[config.mk]
export PLATFORM = sky130hd
export DESIGN_NAME = acc_result_fifo
export DESIGN_NICKNAME = d
export VERILOG_FILES = /design/src/rtl/acc_result_fifo.sv
export SDC_FILE = /design/constraint.sdc
export NUM_CORES = 1
export LEC_CHECK = 0
export ABC_CLOCK_PERIOD_IN_PS = 6400
export BUFFER_PORTS_ARGS = -buffer_cell sky130_fd_sc_hd__buf_2
export CORE_MARGIN = 1
export CORE_UTILIZATION = 64
export CTS_CLUSTER_SIZE = 16
export DETAILED_ROUTE_END_ITERATION = 10
export PLACE_DENSITY = 0.8
export SETUP_SLACK_MARGIN = 0.15
export SLEW_MARGIN = 20
export SYNTH_ARGS = -nofsm -noshare
export SYNTH_HDL_FRONTEND = slang
export SYNTH_SLANG_ARGS = --single-unit
[constraint.sdc]
create_clock -name clk -period 6.4 [get_ports clk]
set_clock_uncertainty 0.2 [all_clocks]
set_input_delay 1.28 -clock clk [delete_from_list [all_inputs] [get_ports clk]]
set_output_delay 1.28 -clock clk [all_outputs]
set_load 0.02 [all_outputs]
[src/rtl/acc_result_fifo.sv]
// Drain buffer behind the ACC stage: a first-word-fall-through FIFO holding finished results
// for custom-instruction readout. Optional build macro: RESULT_RELU_EN (negative results stored as 0).
module acc_result_fifo #(
   parameter int DataWidth   = 32,
   parameter int BufferWidth = 3,
   parameter int BufferSize  = 8,
   parameter int PopCntWidth = 16
) (
   input  logic                   clk,
   input  logic                   aclr_n,
   input  logic                   clk_en,
   input  logic                   sclr,
   input  logic                   DataInValid,
   output logic                   DataInRdy,
   input  logic [DataWidth-1:0]   DataIn,
   output logic                   DataOutValid,
   input  logic                   DataOutRdy,
   output logic [DataWidth-1:0]   DataOut,
   output logic [BufferWidth:0]   Count,
   output logic [PopCntWidth-1:0] PopCount
);

   localparam logic [BufferWidth:0]   FullCount = (BufferWidth+1)'(BufferSize);
   localparam logic [BufferWidth:0]   CountOne  = (BufferWidth+1)'(1);
   localparam logic [BufferWidth-1:0] PtrOne    = BufferWidth'(1);
   localparam logic [PopCntWidth-1:0] PopOne    = PopCntWidth'(1);

   logic [DataWidth-1:0]   mem_r [BufferSize];
   logic [BufferWidth-1:0] wrPtr_r;
   logic [BufferWidth-1:0] rdPtr_r;
   logic [BufferWidth:0]   count_r;
   logic [PopCntWidth-1:0] popCount_r;
   logic                   inRdy_r;
   logic                   outValid_r;
   logic [DataWidth-1:0]   dataOut_r;

   logic                   push_s;
   logic                   pop_s;
   logic [DataWidth-1:0]   wordIn_s;
   logic [BufferWidth-1:0] nextWrPtr_s;
   logic [BufferWidth-1:0] nextRdPtr_s;
   logic [BufferWidth:0]   nextCount_s;
   logic [DataWidth-1:0]   nextHead_s;

   function automatic logic [DataWidth-1:0] storeWord(input logic [DataWidth-1:0] w);
`ifdef RESULT_RELU_EN
      if (w[DataWidth-1]) begin
         storeWord = '0;
      end else begin
         storeWord = w;
      end
`else
      storeWord = w;
`endif
   endfunction

   // Handshake qualification and next-state computation.
   always_comb begin
      push_s      = clk_en & DataInValid & inRdy_r;
      pop_s       = clk_en & outValid_r & DataOutRdy;
      wordIn_s    = storeWord(DataIn);
      nextWrPtr_s = wrPtr_r;
      nextRdPtr_s = rdPtr_r;
      nextCount_s = count_r;
      nextHead_s  = '0;
      if (push_s) begin
         nextWrPtr_s = wrPtr_r + PtrOne;
      end else begin
         nextWrPtr_s = wrPtr_r;
      end
      if (pop_s) begin
         nextRdPtr_s = rdPtr_r + PtrOne;
      end else begin
         nextRdPtr_s = rdPtr_r;
      end
      case ({push_s, pop_s})
         2'b10:   nextCount_s = count_r + CountOne;
         2'b01:   nextCount_s = count_r - CountOne;
         default: nextCount_s = count_r;
      endcase
      // The word being written this cycle becomes the head when it lands on the next read slot.
      if (nextCount_s == '0) begin
         nextHead_s = '0;
      end else if (push_s && (nextRdPtr_s == wrPtr_r)) begin
         nextHead_s = wordIn_s;
      end else begin
         nextHead_s = mem_r[nextRdPtr_s];
      end
   end

   // Storage array; deliberately not reset, contents are tracked by pointers and count.
   always_ff @(posedge clk) begin
      if (push_s && !sclr) begin
         mem_r[wrPtr_r] <= wordIn_s;
      end
   end

   // Pointers, counters and registered handshake outputs.
   always_ff @(posedge clk or negedge aclr_n) begin
      if (!aclr_n) begin
         wrPtr_r    <= '0;
         rdPtr_r    <= '0;
         count_r    <= '0;
         popCount_r <= '0;
         inRdy_r    <= 1'b1;
         outValid_r <= 1'b0;
         dataOut_r  <= '0;
      end else if (clk_en) begin
         if (sclr) begin
            wrPtr_r    <= '0;
            rdPtr_r    <= '0;
            count_r    <= '0;
            popCount_r <= '0;
            inRdy_r    <= 1'b1;
            outValid_r <= 1'b0;
            dataOut_r  <= '0;
         end else begin
            wrPtr_r    <= nextWrPtr_s;
            rdPtr_r    <= nextRdPtr_s;
            count_r    <= nextCount_s;
            popCount_r <= pop_s ? popCount_r + PopOne : popCount_r;
            inRdy_r    <= (nextCount_s != FullCount);
            outValid_r <= (nextCount_s != '0);
            dataOut_r  <= nextHead_s;
         end
      end
   end

   assign DataInRdy    = inRdy_r;
   assign DataOutValid = outValid_r;
   assign DataOut      = dataOut_r;
   assign Count        = count_r;
   assign PopCount     = popCount_r;

endmodule
Yosys cells after proc, flatten, opt, wreduce, memory -nomap -nowiden:

Memory sizes are Yosys's and may differ from the RTL's.
Cells that the tools add are included.

* register bits after elaboration: 60
* latch bits: 0
* bits in writable memories: 256
* bits in read-only memories: 0
* memories kept: 1

Memory list
* mem_r: depth 8, width 32, read ports 1, clocked after Yosys merged registers in 0, wr ports 1, line 28 `logic [DataWidth-1:0] mem_r [BufferSize];`

* add/subtract/negate cells: 5
* $mul: 0
* divide/modulo/power cells: 0
* magnitude comparators: 0
* equal/unequal tests: 4
* shifts and indexed selects: 0
* mux-type cells: 15
* bitwise gates (word level): 4
* reductions and logical operators: 9

Operators with widths (number)
* $mux 32: 3
* $mux 16: 2
* $add 16x1->16 const B: 1
* $mux 3: 4
* $pmux 4 s2: 1
* $add 3x1->3 const B: 2
* $add 4x1->4 const B: 1
* $and 1x1->1: 4
* $logic_not 4->1: 1
* $mux 1: 4
* $mux 4: 1
* $ne 4x4->1 const B: 1
* $reduce_and 2->1: 2
* $reduce_bool 2->1: 2
* $reduce_bool 4->1: 1
* $sub 4x1->4 const B: 1
* $eq 3x3->1: 1
* $eq 2x1->1 const B: 1
* $eq 2x2->1 const B: 1
* $logic_and 1x1->1: 2
* $logic_not 1->1: 1

Longest topological paths before layout:

* depth in word-level cells: 8
* depth in mapped cells: 13
* depth with buffers taken out: 11

Worst setup path after synthesis:

Ideal clock, no wire load.

* kind: input to register
* start point: input port clk_en
* end point: memory mem_r[0][0] (enable)
* setup time: 0.461 ns
* arrival time: 4.307 ns
* required time: 5.739 ns
* setup slack: 1.432 ns
* cell stages on the path: 5
* path buffers: 1
* path through: buf_4 and3_1 inv_1 or3_1 nor3_1

* word-level cells in the longest chain between the ends: 5

Ends and longest elaborated chain
* start: declaration: line 11 `input logic clk_en,`
* $and 1x1->1 (2 in a row): line 59 `push_s = clk_en & DataInValid & inRdy_r;`
* $logic_and 1x1->1: line 93 `if (push_s && !sclr) begin`
* $mux 1: line 93
* $mux 1 (not written as such): line 94 `mem_r[wrPtr_r] <= wordIn_s;`
* end: declaration: line 28

No other way between the ends.

Worst setup path after layout:

* start point: input port clk_en
* end point: register dataOut_r[27], in the netlist DataOut[27]

* word-level cells in the longest chain between the ends: 8
* elaborated cells between the ends (all ways): 15

Ends and longest elaborated chain
* branches (longest 8 deep; another with $mem_v2 8x32)
* end signal: assignment: line 124 `dataOut_r <= nextHead_s;`
* end: declaration: line 35 `logic [DataWidth-1:0] dataOut_r;`

Several ways; the timed one is not identified.
A chain may end at the register's enable or synchronous reset.

==> run_results.csv <==
group,metric,value,unit
cells_and_area,multi_input_area,3260,um^2
cells_and_area,drive_above_1_share,18.7,%
timing,grt_setup_unrepaired,"no",
global_route,grt_pass1_vias,7562,
placement,gp_congestion,0.777,
critical_path,crit_fanout,52,
placement,place_hpwl,14200,um
route,wl,27100,um
clock_network,cts.sink_count,316,
critical_path,reg2reg_to,"DataOut[27]$_DFFE_PN0P_",
die,io_pins,92,
power,ir_drop,0.000269,V
clock_network,cts_tree,"built",
die,die_y,144,um
critical_path,arrival,4.28,ns
placement,dp_slack,1.79,ns
timing,max_freq,0.244,GHz
yosys,synth-edff-count,256,
route,wl_per_cell,22.3,um
yosys,netlist_instances,838,
timing,setup_tns,0,ns
critical_path,crit_type,"input pin to register",
critical_path,worstSetupEndpointType,"register",
route,firstDrtPassIters,5,
run_status,status,"finished, final reports clean",
yosys,yosysWarnings,0,
clock_network,ctsResizeCount,0,
cells_and_area,fin_util,74.7,%
timing,worst-slew-pin-transition,0.951,ns
critical_path,r2r_cells,12,
critical_path,critPathLaunchType,"input pin",
yosys,synth_seq_cells,316,
die,row_count,51,
yosys,yosys.area.top_type,"edfxtp_1",
route,drtIter0Drc,758,
yosys,yosys.area.top_type_share,59.7,%
worst_hold_path,hold_class,"register to register",
worst_hold_path,hp-start,"DataInRdy$_DFFE_PN1P_",
timing,fin_crit,4.09,ns
critical_path,cp.required,6.59,ns
timing,hold_violations,0,
yosys,synth_seq_area_share,71.4,%
yosys,ys.flop_type,"edfxtp_1",
global_route,antenna_found_initial,2,
yosys,synth_area_per_cell,15.4,um^2
cells_and_area,ff_latch_area,9190,um^2
cells_and_area,n_fill_cell,1239,
global_route,grt.total_usage,27.1,%
cells_and_area,final_cell_mix,"edfxtp_1 (256), mux2i_1 (132), buf_2 (91)",
clock_network,cts_htree_levels,1,
placement,io_buffer_count,91,
clock_network,cts_root_buffer,"clkbuf_16",
critical_path,regToRegSetupSlack,3.00,ns
die,die_w,144,um
route,via_per_inst,6.26,
timing,post-route-period-util,63.9,%
global_route,grt-ovfl-total,0,
die,start_util,65.7,%
yosys,syn_nets,882,
yosys,ys_types,47,
power,power_density,364,nW/um^2
route,final_antenna_net_count,0,
cells_and_area,fin_nets,972,
clock_network,clock_path_buffers,3,
timing,worst_slew_margin_rel,36.6,%
clock_network,cts_buffers,31,
cells_and_area,syn2layout_area_growth,13.7,%
timing,drv_slew,0,
yosys,synthTopCellsByArea,"edfxtp_1 (60%), dfrtp_1 (11%), mux2i_1 (10%), o22ai_1 (3.5%), o32ai_1 (2.2%)",
global_route,grt_pass1_wl,41500,um
clock_network,post_cts_buffers,0,
yosys,synthArstFlopShare,19.0,%
route,drc,0,
cells_and_area,mostFrequentLayoutCell,"edfxtp_1",
die,core_region_area,19600,um^2
route,vias,7615,
clock_network,clkLatencyLatePin,0.55,ns
flow_run,drv_cap,0,
critical_path,r2r_start,"DataInRdy$_DFFE_PN1P_",
worst_hold_path,min_to,"DataInRdy$_DFFE_PN1P_",
clock_network,hold_buffers,0,
cells_and_area,num_antenna_cells,0,
timing,fin_ws,2.31,ns
power,p_leak,5.90,nW
timing,finalSetupViolations,0,
global_route,grt_max_degree,130,
worst_hold_path,hold_depth,2,
yosys,syn_area,12900,um^2
clock_network,clkTransAtPathRegs,0.07,ns
die,die_area,20700,um^2
[worst max-delay path by stage]
stage          startpoint                      end  slack, ns  cells after the start
2_1_floorplan      clk_en    mem_r[0][0]$_DFFE_PP_       1.43                      5
3_3_place_gp       clk_en  DataOut[13]$_DFFE_PN0P_       1.89                     14
3_5_place_dp       clk_en  DataOut[10]$_DFFE_PN0P_       1.79                     14
4_1_cts            clk_en  DataOut[10]$_DFFE_PN0P_       2.33                     14
5_1_grt            clk_en   DataOut[7]$_DFFE_PN0P_       2.03                     14
6_report           clk_en  DataOut[27]$_DFFE_PN0P_       2.31                     14
[Yosys cell counts, types with 6 or more instances]
| library cell | n |
|---|---|
| ha_1 | 6 |
| xor2_1 | 10 |
| clkbuf_1 | 20 |
| a21oi_1 | 6 |
| nand2_1 | 13 |
| mux2i_1 | 132 |
| edfxtp_1 | 256 |
| o22ai_1 | 71 |
| nor3_1 | 35 |
| buf_2 | 8 |
| o21ai_0 | 7 |
| xnor2_1 | 11 |
| dfrtp_1 | 59 |
| buf_6 | 15 |
| nand3_1 | 6 |
| nor2_1 | 57 |
| inv_1 | 44 |
| o32ai_1 | 32 |
[where the power goes]
part / switching, mW / internal (mW) / total, mW
clock network: 0.751 / 1.15 / 1.90
registers: 0.0855 / 2.33 / 2.41
logic: 0.611 / 0.405 / 1.02
total: 1.45 / 3.88 / 5.33
[flip-flops by register name, summed over array words and instances, names as in the netlist]
signal and count:
DataOut 32, mem_r 256, rdPtr_r 3, Count 4, DataInRdy 1, PopCount 16, DataOutValid 1, wrPtr_r 3
[final cells by class]
class | instances | share of cell area [%]
clock buffers | 37 | 5.59
clock inverters | 20 | 1.74
inverters | 45 | 1.17
multi-input cells | 429 | 22.3
flip-flops and latches | 316 | 62.8
well taps | 265 | 2.27
repair buffers | 105 | 4.14
[cells by family (layout without fill, tap and decap cells)]
kind of cell | after synthesis | after routing | share of synthesized area [%]
AND/OR/NAND/NOR | 142 | 142 | 5.29
adder cells (fa/ha/maj) | 6 | 6 | 0.583
flip-flops | 316 | 316 | 71.4
XOR/XNOR | 23 | 23 | 1.82
multiplexers | 134 | 134 | 10.5
buffers and inverters | 93 | 207 | 3.74
AO/OA/AOI/OAI | 124 | 124 | 6.64
[worst max-delay path: stages]
cell,delay [ns]
buf_2,0.08
buf_4,0.53
nand3_4,0.25
inv_4,0.16
ha_1,0.29
xor2_1,0.18
ha_1,0.16
a21oi_1,0.05
xor2_1,0.15
nor2_1,0.18
mux2i_1,0.24
a21o_1,0.13
buf_4,0.39
o32ai_1,0.18
[metal layers]
metal	routed length (um)	global-route usage, %	part of all wire [%]	vias to the layer above
li1	-	-	-	3394
met1	11100	37.2	41	3794
met2	13200	44.0	49	346
met3	1930	4.43	7.1	77
met4	837	10.5	3.1	4
met5	23	0	0.085	-
[per-stage QoR]
stage	total power, mW	hold slack, ns	instance area [um^2]	instances
5_1_grt	5.52	0.307	14600	1217
2_1_floorplan	3.22	0.320	12900	838
4_1_cts	5.34	0.295	14600	1216
3_3_place_gp	3.43	0.281	13500	1158
3_5_place_dp	3.45	0.283	13500	1159
6_report	5.33	0.297	14600	1217
Power figures use the tool's default switching activity.
